--- src/rtl/uart_cmd_sequencer_pkg.sv ---
// uart_cmd_sequencer_pkg: shared types and constants for the UART command sequencer.
// Contents: FSM state enum, command opcodes, error codes, default frame sync byte.
package uart_cmd_pkg;
    typedef enum logic [2:0] {
        IDLE, GET_CMD, GET_ADDR, GET_DATA, GET_CHK, EXEC, RD_WAIT, TX
    } state_t;
    localparam logic [7:0] OP_WRITE      = 8'h01;
    localparam logic [7:0] OP_READ       = 8'h02;
    localparam logic [1:0] ERR_NONE      = 2'd0;
    localparam logic [1:0] ERR_CHECKSUM  = 2'd1;
    localparam logic [1:0] ERR_OPCODE    = 2'd2;
    localparam logic [1:0] ERR_TIMEOUT   = 2'd3;
    localparam logic [7:0] DEF_SYNC_BYTE = 8'hA5;
endpackage

--- src/rtl/uart_cmd_sequencer_if.sv ---
// uart_cmd_sequencer_if: byte-in, register-bus and response-out signals of the sequencer.
// slave  = sequencer side: takes rx_data/rx_valid, reg_rdata, tx_ready;
//          drives reg_addr/reg_wdata/reg_wr_en/reg_rd_en, tx_data/tx_valid, busy, err/err_code.
// master = environment side (receiver, register bank, transmitter), directions mirrored.
interface uart_cmd_sequencer_if;
    logic [7:0] rx_data;
    logic       rx_valid;
    logic [7:0] reg_addr;
    logic [7:0] reg_wdata;
    logic       reg_wr_en;
    logic       reg_rd_en;
    logic [7:0] reg_rdata;
    logic [7:0] tx_data;
    logic       tx_valid;
    logic       tx_ready;
    logic       busy;
    logic       err;
    logic [1:0] err_code;
    modport slave (
        input  rx_data, rx_valid, reg_rdata, tx_ready,
        output reg_addr, reg_wdata, reg_wr_en, reg_rd_en, tx_data, tx_valid, busy, err, err_code
    );
    modport master (
        output rx_data, rx_valid, reg_rdata, tx_ready,
        input  reg_addr, reg_wdata, reg_wr_en, reg_rd_en, tx_data, tx_valid, busy, err, err_code
    );
endinterface

--- src/rtl/uart_gap_timer.sv ---
// uart_gap_timer: inter-byte gap counter with synchronous clear, count enable and saturation.
// Ports: clk, rst_n (async active-low), clr (zero the count), en (count this cycle),
//        expired (count has reached TIMEOUT_CYCLES-1 while enabled).
module uart_gap_timer #(
    parameter int TIMEOUT_CYCLES = 86800
) (
    input  logic clk,
    input  logic rst_n,
    input  logic clr,
    input  logic en,
    output logic expired
);
    localparam int CW = $clog2(TIMEOUT_CYCLES + 1);
    localparam logic [CW-1:0] LIMIT = CW'(TIMEOUT_CYCLES - 1);
    localparam logic [CW-1:0] MAX = '1;
    logic [CW-1:0] cnt;
    always_ff @(posedge clk or negedge rst_n) begin
        if (!rst_n) cnt <= '0;
        else if (clr) cnt <= '0;
        else if (en && cnt != MAX) cnt <= cnt + 1'b1;
    end
    assign expired = en && cnt >= LIMIT;
endmodule

--- src/rtl/uart_cmd_sequencer.sv ---
// uart_cmd_sequencer: assembles SYNC/CMD/ADDR/DATA/CHK frames and drives register strobes and read responses.
// Ports: clk, rst_n (async active-low), bus (slave modport): received bytes in, register
//        write/read strobes with address/data out, read data in, response byte out over
//        valid/ready, busy, one-cycle err pulse with sticky err_code.
module uart_cmd_sequencer
    import uart_cmd_pkg::*;
#(
    parameter int         TIMEOUT_CYCLES = 86800,
    parameter logic [7:0] SYNC_BYTE      = DEF_SYNC_BYTE
) (
    input logic                 clk,
    input logic                 rst_n,
    uart_cmd_sequencer_if.slave bus
);
    state_t     state;
    logic [7:0] cmd;
    logic       expired;
    logic       in_frame;
    logic       chk_bad;
    logic       op_bad;
    assign in_frame = state inside {GET_CMD, GET_ADDR, GET_DATA, GET_CHK};
    assign chk_bad  = bus.rx_data != (cmd ^ bus.reg_addr ^ bus.reg_wdata);
    assign op_bad   = cmd != OP_WRITE && cmd != OP_READ;
    // Holding the counter at zero in IDLE covers the clear on entry to GET_CMD.
    uart_gap_timer #(.TIMEOUT_CYCLES(TIMEOUT_CYCLES)) u_gap (
        .clk     (clk),
        .rst_n   (rst_n),
        .clr     (bus.rx_valid || state == IDLE),
        .en      (in_frame),
        .expired (expired)
    );
    always_ff @(posedge clk or negedge rst_n) begin
        if (!rst_n) begin
            state         <= IDLE;
            cmd           <= '0;
            bus.reg_addr  <= '0;
            bus.reg_wdata <= '0;
            bus.reg_wr_en <= 1'b0;
            bus.reg_rd_en <= 1'b0;
            bus.tx_data   <= '0;
            bus.tx_valid  <= 1'b0;
            bus.busy      <= 1'b0;
            bus.err       <= 1'b0;
            bus.err_code  <= ERR_NONE;
        end else begin
            bus.err       <= 1'b0;
            bus.reg_wr_en <= 1'b0;
            bus.reg_rd_en <= 1'b0;
            case (state)
                IDLE: if (bus.rx_valid && bus.rx_data == SYNC_BYTE) begin
                    state    <= GET_CMD;
                    bus.busy <= 1'b1;
                end
                GET_CMD, GET_ADDR, GET_DATA, GET_CHK: begin
                    // A byte arriving in the same cycle as expiry takes priority.
                    if (bus.rx_valid) begin
                        case (state)
                            GET_CMD: begin
                                cmd   <= bus.rx_data;
                                state <= GET_ADDR;
                            end
                            GET_ADDR: begin
                                bus.reg_addr <= bus.rx_data;
                                state        <= GET_DATA;
                            end
                            GET_DATA: begin
                                bus.reg_wdata <= bus.rx_data;
                                state         <= GET_CHK;
                            end
                            default: if (chk_bad || op_bad) begin
                                bus.err      <= 1'b1;
                                bus.err_code <= chk_bad ? ERR_CHECKSUM : ERR_OPCODE;
                                bus.busy     <= 1'b0;
                                state        <= IDLE;
                            end else begin
                                bus.reg_wr_en <= cmd == OP_WRITE;
                                bus.reg_rd_en <= cmd == OP_READ;
                                state         <= EXEC;
                            end
                        endcase
                    end else if (expired) begin
                        bus.err      <= 1'b1;
                        bus.err_code <= ERR_TIMEOUT;
                        bus.busy     <= 1'b0;
                        state        <= IDLE;
                    end
                end
                EXEC: begin
                    state    <= cmd == OP_READ ? RD_WAIT : IDLE;
                    bus.busy <= cmd == OP_READ;
                end
                RD_WAIT: begin
                    bus.tx_data  <= bus.reg_rdata;
                    bus.tx_valid <= 1'b1;
                    state        <= TX;
                end
                TX: if (bus.tx_ready) begin
                    bus.tx_valid <= 1'b0;
                    bus.busy     <= 1'b0;
                    state        <= IDLE;
                end
                default: begin
                    state    <= IDLE;
                    bus.busy <= 1'b0;
                end
            endcase
        end
    end
endmodule

--- src/flat_wrapper.sv ---
// flat-port wrapper written by rule: the top's interface ports become plain ports
module uart_cmd_sequencer_flat import uart_cmd_pkg::*;
#(
    parameter int         TIMEOUT_CYCLES = 86800,
    parameter logic [7:0] SYNC_BYTE      = DEF_SYNC_BYTE
)
  (clk, rst_n, bus_rx_data, bus_rx_valid, bus_reg_rdata, bus_tx_ready, bus_reg_addr, bus_reg_wdata, bus_reg_wr_en, bus_reg_rd_en, bus_tx_data, bus_tx_valid, bus_busy, bus_err, bus_err_code);
  uart_cmd_sequencer_if bus_i ();
  input logic clk;
  input logic rst_n;
  input wire logic [$bits(bus_i.rx_data)-1:0] bus_rx_data;
  input wire logic [$bits(bus_i.rx_valid)-1:0] bus_rx_valid;
  input wire logic [$bits(bus_i.reg_rdata)-1:0] bus_reg_rdata;
  input wire logic [$bits(bus_i.tx_ready)-1:0] bus_tx_ready;
  output wire logic [$bits(bus_i.reg_addr)-1:0] bus_reg_addr;
  output wire logic [$bits(bus_i.reg_wdata)-1:0] bus_reg_wdata;
  output wire logic [$bits(bus_i.reg_wr_en)-1:0] bus_reg_wr_en;
  output wire logic [$bits(bus_i.reg_rd_en)-1:0] bus_reg_rd_en;
  output wire logic [$bits(bus_i.tx_data)-1:0] bus_tx_data;
  output wire logic [$bits(bus_i.tx_valid)-1:0] bus_tx_valid;
  output wire logic [$bits(bus_i.busy)-1:0] bus_busy;
  output wire logic [$bits(bus_i.err)-1:0] bus_err;
  output wire logic [$bits(bus_i.err_code)-1:0] bus_err_code;
  assign bus_i.rx_data = bus_rx_data;
  assign bus_i.rx_valid = bus_rx_valid;
  assign bus_i.reg_rdata = bus_reg_rdata;
  assign bus_i.tx_ready = bus_tx_ready;
  assign bus_reg_addr = bus_i.reg_addr;
  assign bus_reg_wdata = bus_i.reg_wdata;
  assign bus_reg_wr_en = bus_i.reg_wr_en;
  assign bus_reg_rd_en = bus_i.reg_rd_en;
  assign bus_tx_data = bus_i.tx_data;
  assign bus_tx_valid = bus_i.tx_valid;
  assign bus_busy = bus_i.busy;
  assign bus_err = bus_i.err;
  assign bus_err_code = bus_i.err_code;
  uart_cmd_sequencer #(.TIMEOUT_CYCLES(TIMEOUT_CYCLES), .SYNC_BYTE(SYNC_BYTE)) u_core (.clk(clk), .rst_n(rst_n), .bus(bus_i));
endmodule
--- config.mk ---
export PLATFORM = sky130hd
export DESIGN_NAME = uart_cmd_sequencer_flat
export DESIGN_NICKNAME = d
export VERILOG_FILES = /design/src/rtl/uart_cmd_sequencer_pkg.sv /design/src/rtl/uart_cmd_sequencer_if.sv /design/src/rtl/uart_gap_timer.sv /design/src/rtl/uart_cmd_sequencer.sv /design/src/flat_wrapper.sv
export SDC_FILE = /design/constraint.sdc
export NUM_CORES = 1
export LEC_CHECK = 0
export ABC_AREA = 1
export BUFFER_PORTS_ARGS = -buffer_cell sky130_fd_sc_hd__buf_2
export CAP_MARGIN = 20
export CORE_UTILIZATION = 57
export CTS_CLUSTER_DIAMETER = 40
export DETAILED_ROUTE_END_ITERATION = 7
export PLACE_DENSITY = 0.85
export SYNTH_ARGS = -nofsm -noshare
export SYNTH_HDL_FRONTEND = slang
export SYNTH_SLANG_ARGS = --single-unit
--- constraint.sdc ---
create_clock -name clk -period 3.1 [get_ports clk]
set_clock_uncertainty 0.15 [all_clocks]
set_input_delay 0.62 -clock clk [delete_from_list [all_inputs] [get_ports clk]]
set_output_delay 0.62 -clock clk [all_outputs]
set_load 0.005 [all_outputs]
==> results of run 1 <==
-- cell families (layout without fill, tap and decap cells) --
family          after synthesis  in the layout
compound gates               55             55
fa+ha+maj                     2              2
buf+inv                      77            137
simple gates                255            255
flops                        59             59
xor+xnor                      8              8
-- worst paths after layout --
| kind | slack, ps | end | from | cells past startpoint |
|---|---|---|---|---|
| worst max-delay path | 710 | u_core.u_gap.cnt[9]$_DFFE_PN0P_ | u_core.u_gap.cnt[1]$_DFFE_PN0P_ | 14 |
| worst min-delay path | 280 | u_core.bus.tx_data[1]$_DFFE_PN0P_ | rst_n | 2 |
| worst max register to register | 710 | u_core.u_gap.cnt[9]$_DFFE_PN0P_ | u_core.u_gap.cnt[1]$_DFFE_PN0P_ | 14 |
| worst min register to register | 320 | u_core.bus.err_code[1]$_DFFE_PN0P_ | u_core.bus.err_code[1]$_DFFE_PN0P_ | 2 |
| max in group asynchronous | 2040 | u_core.bus.reg_addr[7]$_DFFE_PN0P_ | rst_n | 2 |
| min in group clk | 320 | u_core.bus.err_code[1]$_DFFE_PN0P_ | u_core.bus.err_code[1]$_DFFE_PN0P_ | 2 |
-- per-layer routing --
layer,share of wire,GRT usage,routed length (µm)
met5,0,0,0
met4,0.025,0.1509,174
met3,0.040,0.04588,282
met2,0.49,0.4425,3457
met1,0.44,0.3111,3077
-- synthesized netlist by cell type, drive strengths merged --
master,number
o21ai,35
nand3,27
nand2,163
a211oi,1
a22oi,1
nor3,10
and3,3
a31oi,1
xnor2,4
ha,2
nor2,45
nand4,4
o21a,1
buf,4
xor2,4
inv,70
or2,1
clkbuf,3
a21oi,16
nor4,2
dfrtp,59
-- through the flow --
step                setup WS, ps  total power [mW]    util  hold slack, ps  cells
finish                     712.1             3.293  0.6892           276.7    588
global route               501.6             3.596  0.6892           325.7    588
CTS                        718.6             3.312  0.6892           287.0    588
detailed placement         736.8             2.563  0.6505           303.7    572
global placement           809.9             2.494  0.6505           301.4    572
floorplan                  912.2             2.165       -           174.4    456
-- cell type report --
class                      instances  area [µm²]
sequential                        59        1476
tap                               72       90.09
multi-input combinational        320        1495
clock buffer                      12       165.2
fill                             455        1712
clock inverter                     4       47.55
timing repair buffer              51       257.7
inverter                          70       262.8
-- power by group --
group	internal (mW)	switching, mW	leakage [nW]	total, mW
Sequential	1.02	0.235	0.760	1.26
Clock	0.434	0.299	0.108	0.733
Combinational	0.509	0.793	1.20	1.30
-- critical path, stage by stage, from the launching register on --
cell     delay, ps
dfrtp_1        400
ha_1           210
nand3_1        210
nor2_1         100
and3_1         180
and3_1         150
ha_1           170
inv_1           60
nand2_2         80
nand2_4        110
nand2_4         60
nor2_4         120
inv_2           60
o21ai_2        140
a21oi_1         60
-- sequential cells by signal (all words and copies together) (netlist names) --
signal and flops:
u_core.bus.err_code 2, u_core.bus.reg_wdata 8, u_core.bus.reg_addr 8, u_core.cmd 8, u_core.bus.tx_valid 1, u_core.state 3
u_core.u_gap.cnt 17, u_core.bus.reg_wr_en 1, u_core.bus.reg_rd_en 1, u_core.bus.busy 1, u_core.bus.tx_data 8, u_core.bus.err 1
==> summary.txt, run 1 <==
Cells and area
  – Share of cells above drive strength 1: 0.1783
  – Commonest non-fill, non-tap cell in the layout: nand2_1
  – Post-layout instance area: around 0.0038 mm²
  – Syn-to-layout area delta: 16.03%
  – Diodes inserted: 0
  – Final net count: approximately 530
  – Commonest non-fill, non-tap cells in the layout: nand2_1 (160), inv_1 (65), dfrtp_1 (59), buf_2 (50)

Global route
  – Initial antenna violation count: 0
  – First-pass GRT wire length: between 10000 and 15000 µm
  – GRT overflow: 0
  – Largest net degree at the start of global routing: 60
  – Vias in the first global route: about 2800
  – Total GRT Usage: 0.2610

Logic synthesis
  – Synth top area share: 0.4514
  – #FFs+latches synth: between 50 and 60
  – Synth area leader: dfrtp_1
  – Post-Synth XOR/XNOR Area: 0.02142
  – Synth warn: 0
  – Netlist Area Pre-Place: between 0.003 and 0.004 mm²
  – Post-Synth Adder-Cell Area: 0.007651
  – Sequential share of the synthesized area: 0.4514
  – Main combinational cell family by area after synthesis: simple AND/OR/NAND/NOR gates
  – Mux cell area share after synthesis: 0
  – Top cells by area, synth: dfrtp_1 (45%), nand2_1 (18%), inv_1 (7.5%)
  – Mapped Nets: 478
  – Yosys cell types: 33
  – Synth Area in Compound Gates: 0.08914
  – Post-synthesis simple-gate area fraction: 0.3389
  – Avg Inst Size Synth: about 7.2 µm²
  – Synth Instances: between 400 and 500

Worst hold path
  – Worst min-delay path category: input port to async pin

Route
  – Drt drc: 0
  – Avg WL per Cell: around 12 µm
  – Starting DRT DRC Count: 263
  – DR vias: 2972
  – Pre-Repair DR Iteration Count: 4
  – Post-Route WL: 6992 µm
  – ANT nets after route: 0
  – Via density per instance: roughly 5.1

Clocking
  – Clock tree buffer depth: 2
  – Hold Buf Count CTS: 0
  – CTS tree: done
  – TritonCTS buffer count: 9
  – H-tree depth: 3
  – CTS clock-pin slew for the worst setup and hold paths: 70 ps
  – Worst-skew pair later-pin latency: approximately 340 ps
  – Clock sinks: 59
  – Post-CTS Setup Bufs: 0
  – CTS Root Cell: clkbuf_8
  – Number of gates resized after CTS: 0

Floorplan
  – Row count: 27
  – Core Area: 0.005507 mm²
  – Die height: 77.75 µm
  – Die area: 0.006045 mm²
  – Starting Density: 0.5940
  – I/O pin total: 51
  – Die X-Extent: 77.75 µm

Timing
  – RSZ-0062 raised after global routing: false
  – Slew headroom: 0.5164
  – Max Freq: around 420 MHz
  – Worst-Margin Slew: slightly above 700 ps
  – Tcrit/Tclk final: 0.7703
  – Setup TNS: 0 ps
  – Final Critical Period: about 2400 ps
  – Final setup fails: 0
  – Slew Viols, Final: 0
  – Final hold vios: 0

Critical path
  – Crit start category: register
  – Crit path DAT: roughly 2500 ps
  – Worst EP required: 3170 ps
  – CP Capture Type: register
  – Crit Path Class: register to register
  – Worst Path Max Fanout: 8

Outcome
  – Outcome: complete, no violations

Power and ir drop
  – Power Dens Cells: 867.9 mW/mm²
  – Peak supply drop: ~0.00038 V
  – Leak Pwr: a little over 2 nW

Place
  – Count of input and output buffers: 50
  – Placement Cell Area: around 0.0036 mm²
  – Post-DP HPWL: 5070 µm
  – GPL Wtd Cong: 0.8981

Run
  – Total of max-cap violations: 0
(Power assumes the default switching activity.)
==> inputs of run 2 (changes only) <==
--- a/config.mk
+++ b/config.mk
@@ -5,10 +5,10 @@
 export SDC_FILE = /design/constraint.sdc
 export NUM_CORES = 1
 export LEC_CHECK = 0
-export ABC_AREA = 1
+export ABC_AREA = 0
 export BUFFER_PORTS_ARGS = -buffer_cell sky130_fd_sc_hd__buf_2
 export CAP_MARGIN = 20
-export CORE_UTILIZATION = 57
+export CORE_UTILIZATION = 56
 export CTS_CLUSTER_DIAMETER = 40
 export DETAILED_ROUTE_END_ITERATION = 7
 export PLACE_DENSITY = 0.85
==> constraint.sdc (replaced) <==
create_clock -name clk -period 2.46 [get_ports clk]
set_clock_uncertainty 0.15 [all_clocks]
set_input_delay 0.492 -clock clk [delete_from_list [all_inputs] [get_ports clk]]
set_output_delay 0.492 -clock clk [all_outputs]
set_load 0.005 [all_outputs]
==> run 2 against run 1 <==
  * Die area is 5.8% lower
  * Core utilization rose by 2.9 points
  * Power is 30% higher
  * Wire length fell by 11%
  * Final cell count decreased by 28%
  * Worst hold slack worse by 45 ps
  * Count of clock-buffer cells in the layout stayed put
  * Critical endpoint is now u_core.bus.busy$_DFFE_PN0P_
  * Critical path depth decreased by 8
  * Flip-flop and latch count unchanged
  * Non-clock buffer count is 15 higher
  * Via count down 22%
==> summary.txt, run 2 <==
Power and ir drop
  – Sw Ratio: 0.3386
  – Int Pwr: roughly 2.8 mW
  – P_sw: 1.447 mW
  – Comb power frac: 0.396
  – Clock share of power: 0.233
  – Peak supply drop: between 0.0007 and 0.0008 V
  – Power Dens Cells: between 1000 and 1500 mW/mm²
  – Total power: about 4.3 mW
  – Seq pwr share: 0.372
  – Leak Pwr: between 1.5 and 2 nW

Place
  – GPL Wtd Cong: roughly 0.89
  – Dpl cells: slightly above 400
  – Placement Cell Area: between 0.003 and 0.004 mm²
  – Count of input and output buffers: 50
  – Post-DP HPWL: between 4000 and 5000 µm

Cells and area
  – Commonest non-fill, non-tap cell in the layout: dfrtp_1
  – Post-layout instance area: between 0.003 and 0.004 mm²
  – Share of cells above drive strength 1: 0.3523
  – Final net count: approximately 370
  – Syn-to-layout area delta: 22.15%
  – Diodes inserted: 0
  – Max reg flops: 17
  – Commonest non-fill, non-tap cells in the layout: dfrtp_1 (59), buf_2 (50), mux2_2 (32), nand2_1 (27), nor2_1 (25)
  – Fin cells: 422
  – Top reg by flops: u_core.u_gap.cnt

Outcome
  – Outcome: complete, no violations

Global route
  – Initial antenna violation count: 0
  – Total GRT Usage: 0.2361
  – First-pass GRT wire length: 9798 µm
  – Largest net degree at the start of global routing: 38
  – Vias in the first global route: roughly 2200
  – GRT overflow: 0

Logic synthesis
  – Synth Instances: between 200 and 300
  – Synth area leader: dfrtp_1
  – Top cells by count, synth: dfrtp_1 (59), mux2_2 (32), nand2_1 (27), nor2_1 (25), xnor2_1 (24)
  – Post-synth EDFFs: 0
  – Sequential share of the synthesized area: 0.4886
  – Most numerous cell in the Yosys netlist: dfrtp_1
  – #FFs+latches synth: approximately 60
  – Netlist Area Pre-Place: slightly above 0.003 mm²
  – Synth warn: 0
  – Fraction of registers with async set/reset: 1.000
  – Synth top area share: 0.4886
  – Avg Inst Size Synth: around 11 µm²
  – Yosys cell types: 47
  – Mapped Nets: around 300
  – Top_reg_cell synth: dfrtp_1
  – Top cells by area, synth: dfrtp_1 (49%), mux2_2 (12%), xnor2_1 (7.0%)

Floorplan
  – I/O pin total: just over 50
  – Core Area: slightly above 0.005 mm²
  – Die X-Extent: between 70 and 80 µm
  – Row count: 26
  – Die height: 75.46 µm
  – Starting Density: 0.5879
  – Die area: between 0.005 and 0.006 mm²

Route
  – ANT nets after route: 0
  – Pre-Repair DR Iteration Count: 4
  – Post-Route WL: approximately 6200 µm
  – Drt drc: 0
  – DR vias: 2325
  – Via density per instance: ~5.5
  – Starting DRT DRC Count: between 150 and 200
  – Avg WL per Cell: ~15 µm

Critical path
  – Crit start category: register
  – Slowest stage delay, CP: 590 ps
  – Cell at the slowest stage of the critical path: or4_1
  – Worst EP required: around 2500 ps
  – Crit Path Class: register to register
  – Cell Chain, Critical Path: or4_1, nor3_4, o21ai_2, nor4_4, a221oi_2, mux2_4
  – Flop2flop setup slack: roughly 110 ps
  – Crit path DAT: between 2000 and 2500 ps
  – Worst Path Max Fanout: 4
  – CP Capture Type: register

Clocking
  – TritonCTS buffer count: 9
  – CTS tree: done
  – Post-CTS Setup Bufs: 0
  – CTS Root Cell: clkbuf_8
  – Clock sinks: 59
  – CTS clock-pin slew for the worst setup and hold paths: about 70 ps
  – Worst-skew pair later-pin latency: 340 ps
  – H-tree depth: 3
  – Clock tree buffer depth: 2

Timing
  – Final Critical Period: roughly 2400 ps
  – Setup TNS: 0 ps
  – Slew Viols, Final: 0
  – Tcrit/Tclk final: 0.9571
  – RSZ-0062 raised after global routing: false
  – Worst-Margin Slew: between 500 and 600 ps
  – Slew headroom: 0.6391
  – Max Freq: 424.7 MHz
  – Final setup fails: 0
  – Final hold vios: 0

Worst hold path
  – Worst min-delay path category: input port to register

Run
  – Total of max-cap violations: 0
==> run 2: logic make-up (layout without fill, tap and decap cells) <==
kind of cell             after synthesis  in the layout  synth area share
multiplexers                          33             33            0.1242
buffers and inverters                 18             90           0.02567
adder cells (fa/ha/maj)                2              2          0.008280
XOR/XNOR                              37             37            0.1072
flip-flops                            59             59            0.4886
AO/OA/AOI/OAI                         38             38           0.08738
AND/OR/NAND/NOR                       93             93            0.1586
==> run 2: repair_timing <==
item,4_1_cts,5_1_grt
hold buffers,1,0
resized for setup,0,3
endpoints found under the hold margin,5,0
setup endpoints to repair,0,10
==> run 2: through the flow <==
stage	hold WS, ps	setup slack (ps)	utilization
final	231.4	105.5	0.7181
after global routing	233.9	0.8908	0.7181
after CTS	228.7	79.99	0.7149
after detailed placement	314.4	-25.01	0.6687
after global placement	306.1	14.16	0.6687
after floorplan	46.41	169.6	-
==> run 2: critical path: cells and delay by family (launching register included) <==
| kind | cells | cell delay (ps) |
|---|---|---|
| simple gates | 3 | 1130 |
| flops | 1 | 400 |
| mux | 1 | 300 |
| compound gates | 2 | 250 |
==> run 2: path summary, 6_finish.rpt <==
path,startpoint,endpoint,cells past startpoint
min in group asynchronous,rst_n,u_core.bus.reg_addr[6]$_DFFE_PN0P_,2
hold / removal,bus_reg_rdata[6],u_core.bus.tx_data[6]$_DFFE_PN0P_,2
max in group asynchronous,rst_n,u_core.u_gap.cnt[5]$_DFFE_PN0P_,3
setup reg to reg,u_core.cmd[4]$_DFFE_PN0P_,u_core.bus.busy$_DFFE_PN0P_,6
hold reg to reg,u_core.bus.tx_valid$_DFFE_PN0P_,u_core.bus.tx_valid$_DFFE_PN0P_,2
setup / recovery,u_core.cmd[4]$_DFFE_PN0P_,u_core.bus.busy$_DFFE_PN0P_,6
==> run 2: cell type report <==
type	instances	area, µm²
Clock buffer	12	155.1
Clock inverter	4	72.57
Fill cell	387	1449
Inverter	8	30.03
Multi-Input combinational cell	203	1484
Sequential cell	59	1476
Tap cell	70	87.58
Timing Repair Buffer	66	385.4
==> run 2: power by group through the flow <==
stage                     registers, mW  clock network (mW)  logic [mW]
after global routing               1.63                1.05        1.86
final                              1.59               0.994        1.69
after floorplan                    1.58                   0        1.15
after detailed placement           1.60                   0        1.67
after CTS                          1.59                1.01        1.68
after global placement             1.57                   0        1.61
==> run 2: layer usage <==
layer | track usage | vias up | share of wire
li1 | - | 1119 | -
met1 | 0.2894 | 1119 | 0.43
met2 | 0.3889 | 71 | 0.49
met3 | 0.06085 | 16 | 0.048
met4 | 0.1173 | 0 | 0.025
met5 | 0 | - | 0
==> inputs of run 3 (changes only) <==
--- a/config.mk
+++ b/config.mk
@@ -9,6 +9,7 @@
 export BUFFER_PORTS_ARGS = -buffer_cell sky130_fd_sc_hd__buf_2
 export CAP_MARGIN = 20
 export CORE_UTILIZATION = 56
+export CTS_BUF_LIST = sky130_fd_sc_hd__clkbuf_16
 export CTS_CLUSTER_DIAMETER = 40
 export DETAILED_ROUTE_END_ITERATION = 7
 export PLACE_DENSITY = 0.85
==> constraint.sdc (replaced) <==
create_clock -name clk -period 2.46 [get_ports clk]
set_clock_uncertainty 0.15 [all_clocks]
set_input_delay 0.492 -clock clk [delete_from_list [all_inputs] [get_ports clk]]
set_output_delay 0.492 -clock clk [all_outputs]
set_load 0.02 [all_outputs]
==> run 3 against run 2 <==
  * Worst setup slack worse by 4.8 ps
  * Fmax fell by 0.21%
  * Global-route usage is 1.2 points higher
  * Worst hold slack lost 230 ps
  * Design area grew 2.6%
==> summary.txt, run 3 (synthesis gave the netlist of run 2 again) <==
Outcome
  – Outcome: complete, no violations

Timing
  – RSZ-0062 raised after global routing: false
  – Slew Viols, Final: 0
  – Worst-Margin Slew: roughly 540 ps
  – Setup TNS: 0 ps
  – Final hold vios: 0
  – Max Freq: 423.8 MHz
  – Tcrit/Tclk final: 0.9591
  – WHS: between 0.6 and 0.7 ps
  – Slew headroom: 0.6393
  – Final setup fails: 0
  – Final Critical Period: between 2000 and 2500 ps

Clocking
  – TritonCTS buffer count: 9
  – H-tree depth: 3
  – Hold Buf Count CTS: 0
  – CTS Root Cell: clkbuf_16
  – CTS tree: done
  – Clock tree buffer depth: 2
  – CTS clock-pin slew for the worst setup and hold paths: roughly 50 ps
  – Worst-skew pair later-pin latency: ~330 ps
  – Clock sinks: between 50 and 60

Cells and area
  – Final net count: between 300 and 400
  – Fin cells: 423
  – Top reg by flops: u_core.u_gap.cnt
  – Diodes inserted: 0
  – Syn-to-layout area delta: 25.38%
  – Core Util, Final: 0.7371
  – Commonest non-fill, non-tap cell in the layout: dfrtp_1
  – Max reg flops: 17
  – Commonest non-fill, non-tap cells in the layout: dfrtp_1 (58), buf_2 (50), mux2_2 (32), nand2_1 (27), nor2_1 (25)
  – Share of cells above drive strength 1: 0.3598

Global route
  – First-pass GRT wire length: 10190 µm
  – Largest net degree at the start of global routing: 38
  – Initial antenna violation count: 0
  – GRT overflow: 0
  – Total GRT Usage: 0.2484
  – Vias in the first global route: about 2300

Floorplan
  – I/O pin total: 51
  – Row count: 26
  – Die area: between 0.005 and 0.006 mm²
  – Die X-Extent: around 75 µm
  – Die height: about 75 µm
  – Core Area: 0.005140 mm²
  – Starting Density: 0.5879

Critical path
  – Crit Path Class: register to register
  – RR Startpoint: u_core.cmd[4]$_DFFE_PN0P_
  – Slowest stage delay, CP: slightly below 600 ps
  – Crit path DAT: about 2400 ps
  – Crit path from: u_core.cmd[4]$_DFFE_PN0P_
  – Cell Chain, Critical Path: or4_1, nor3_4, o21ai_2, nor4_4, a221oi_2, mux2_4
  – CP Capture Type: register
  – Cell at the slowest stage of the critical path: or4_1
  – WP buf/inv: 0
  – Crit start category: register
  – CP top delay family: simple AND/OR/NAND/NOR gates
  – Worst EP required: around 2500 ps
  – Worst Path Max Fanout: 4

Power and ir drop
  – Leak Pwr: about 1.6 nW
  – Total power: between 4 and 5 mW
  – Power Dens Cells: approximately 1300 mW/mm²
  – Peak supply drop: about 0.00087 V

Route
  – Via density per instance: 5.504
  – ANT nets after route: 0
  – Starting DRT DRC Count: between 150 and 200
  – Post-Route WL: about 6600 µm
  – DR vias: between 2000 and 2500
  – Pre-Repair DR Iteration Count: 4
  – Avg WL per Cell: approximately 16 µm
  – Drt drc: 0

Worst hold path
  – Worst min-delay path category: input port to async pin

Place
  – GPL Wtd Cong: 0.8881
  – Count of input and output buffers: 50
  – Post-DP HPWL: about 4500 µm
  – Dpl cells: between 400 and 500

Run
  – Total of max-cap violations: 0
## run 3: final timing paths
check	cells after the start	slack, ps	endpoint
max	6	100	u_core.bus.busy$_DFFE_PN0P_
min	1	0.6	u_core.bus.reg_addr[6]$_DFFE_PN0P_
max reg2reg	6	100	u_core.bus.busy$_DFFE_PN0P_
min reg2reg	2	320	u_core.bus.tx_valid$_DFFE_PN0P_
max in group asynchronous	2	1580	u_core.u_gap.cnt[5]$_DFFE_PN0P_
min in group clk	2	250	u_core.bus.tx_data[6]$_DFFE_PN0P_
## run 3: final cells by class
class / instances / area (µm²)
tap: 70 / 87.58
clock inverter: 7 / 83.83
inverter: 8 / 30.03
sequential: 59 / 1478
timing repair buffer: 67 / 390.4
fill: 368 / 1351
multi-input combinational: 203 / 1494
clock buffer: 9 / 225.2
## run 3: worst reg2reg max path: stages, from the launching register on
cell and delay (ps):
dfrtp_1 400, or4_1 590, nor3_4 200, o21ai_2 130, nor4_4 340, a221oi_2 130, mux2_4 300
## run 3: what timing repair did
item | in CTS | in global routing
gates resized for setup | 0 | 6
setup endpoints to repair | 0 | 10
buffers inserted | 0 | 2
## run 3: per-stage QoR
step / area, µm² / worst slack (ps)
5_1_grt: 3789 / 22.93
6_report: 3789 / 100.6
2_1_floorplan: 3022 / 169.6
3_5_place_dp: 3437 / -25.01
3_3_place_gp: 3437 / 14.16
4_1_cts: 3746 / 77.67
## run 3: power breakdown
part           leakage [nW]  switching (mW)  internal, mW
clock                 0.152           0.406         0.871
sequential            0.742           0.288          1.31
combinational         0.749            1.07         0.902
total                  1.64            1.77          3.08
## run 3: per-layer routing
| metal | vias up | global-route usage | part of all wire |
|---|---|---|---|
| li1 | 1122 | - | - |
| met1 | 1115 | 0.2905 | 0.42 |
| met2 | 71 | 0.4048 | 0.50 |
| met3 | 20 | 0.07143 | 0.050 |
| met4 | 0 | 0.1543 | 0.029 |
| met5 | - | 0 | 0 |
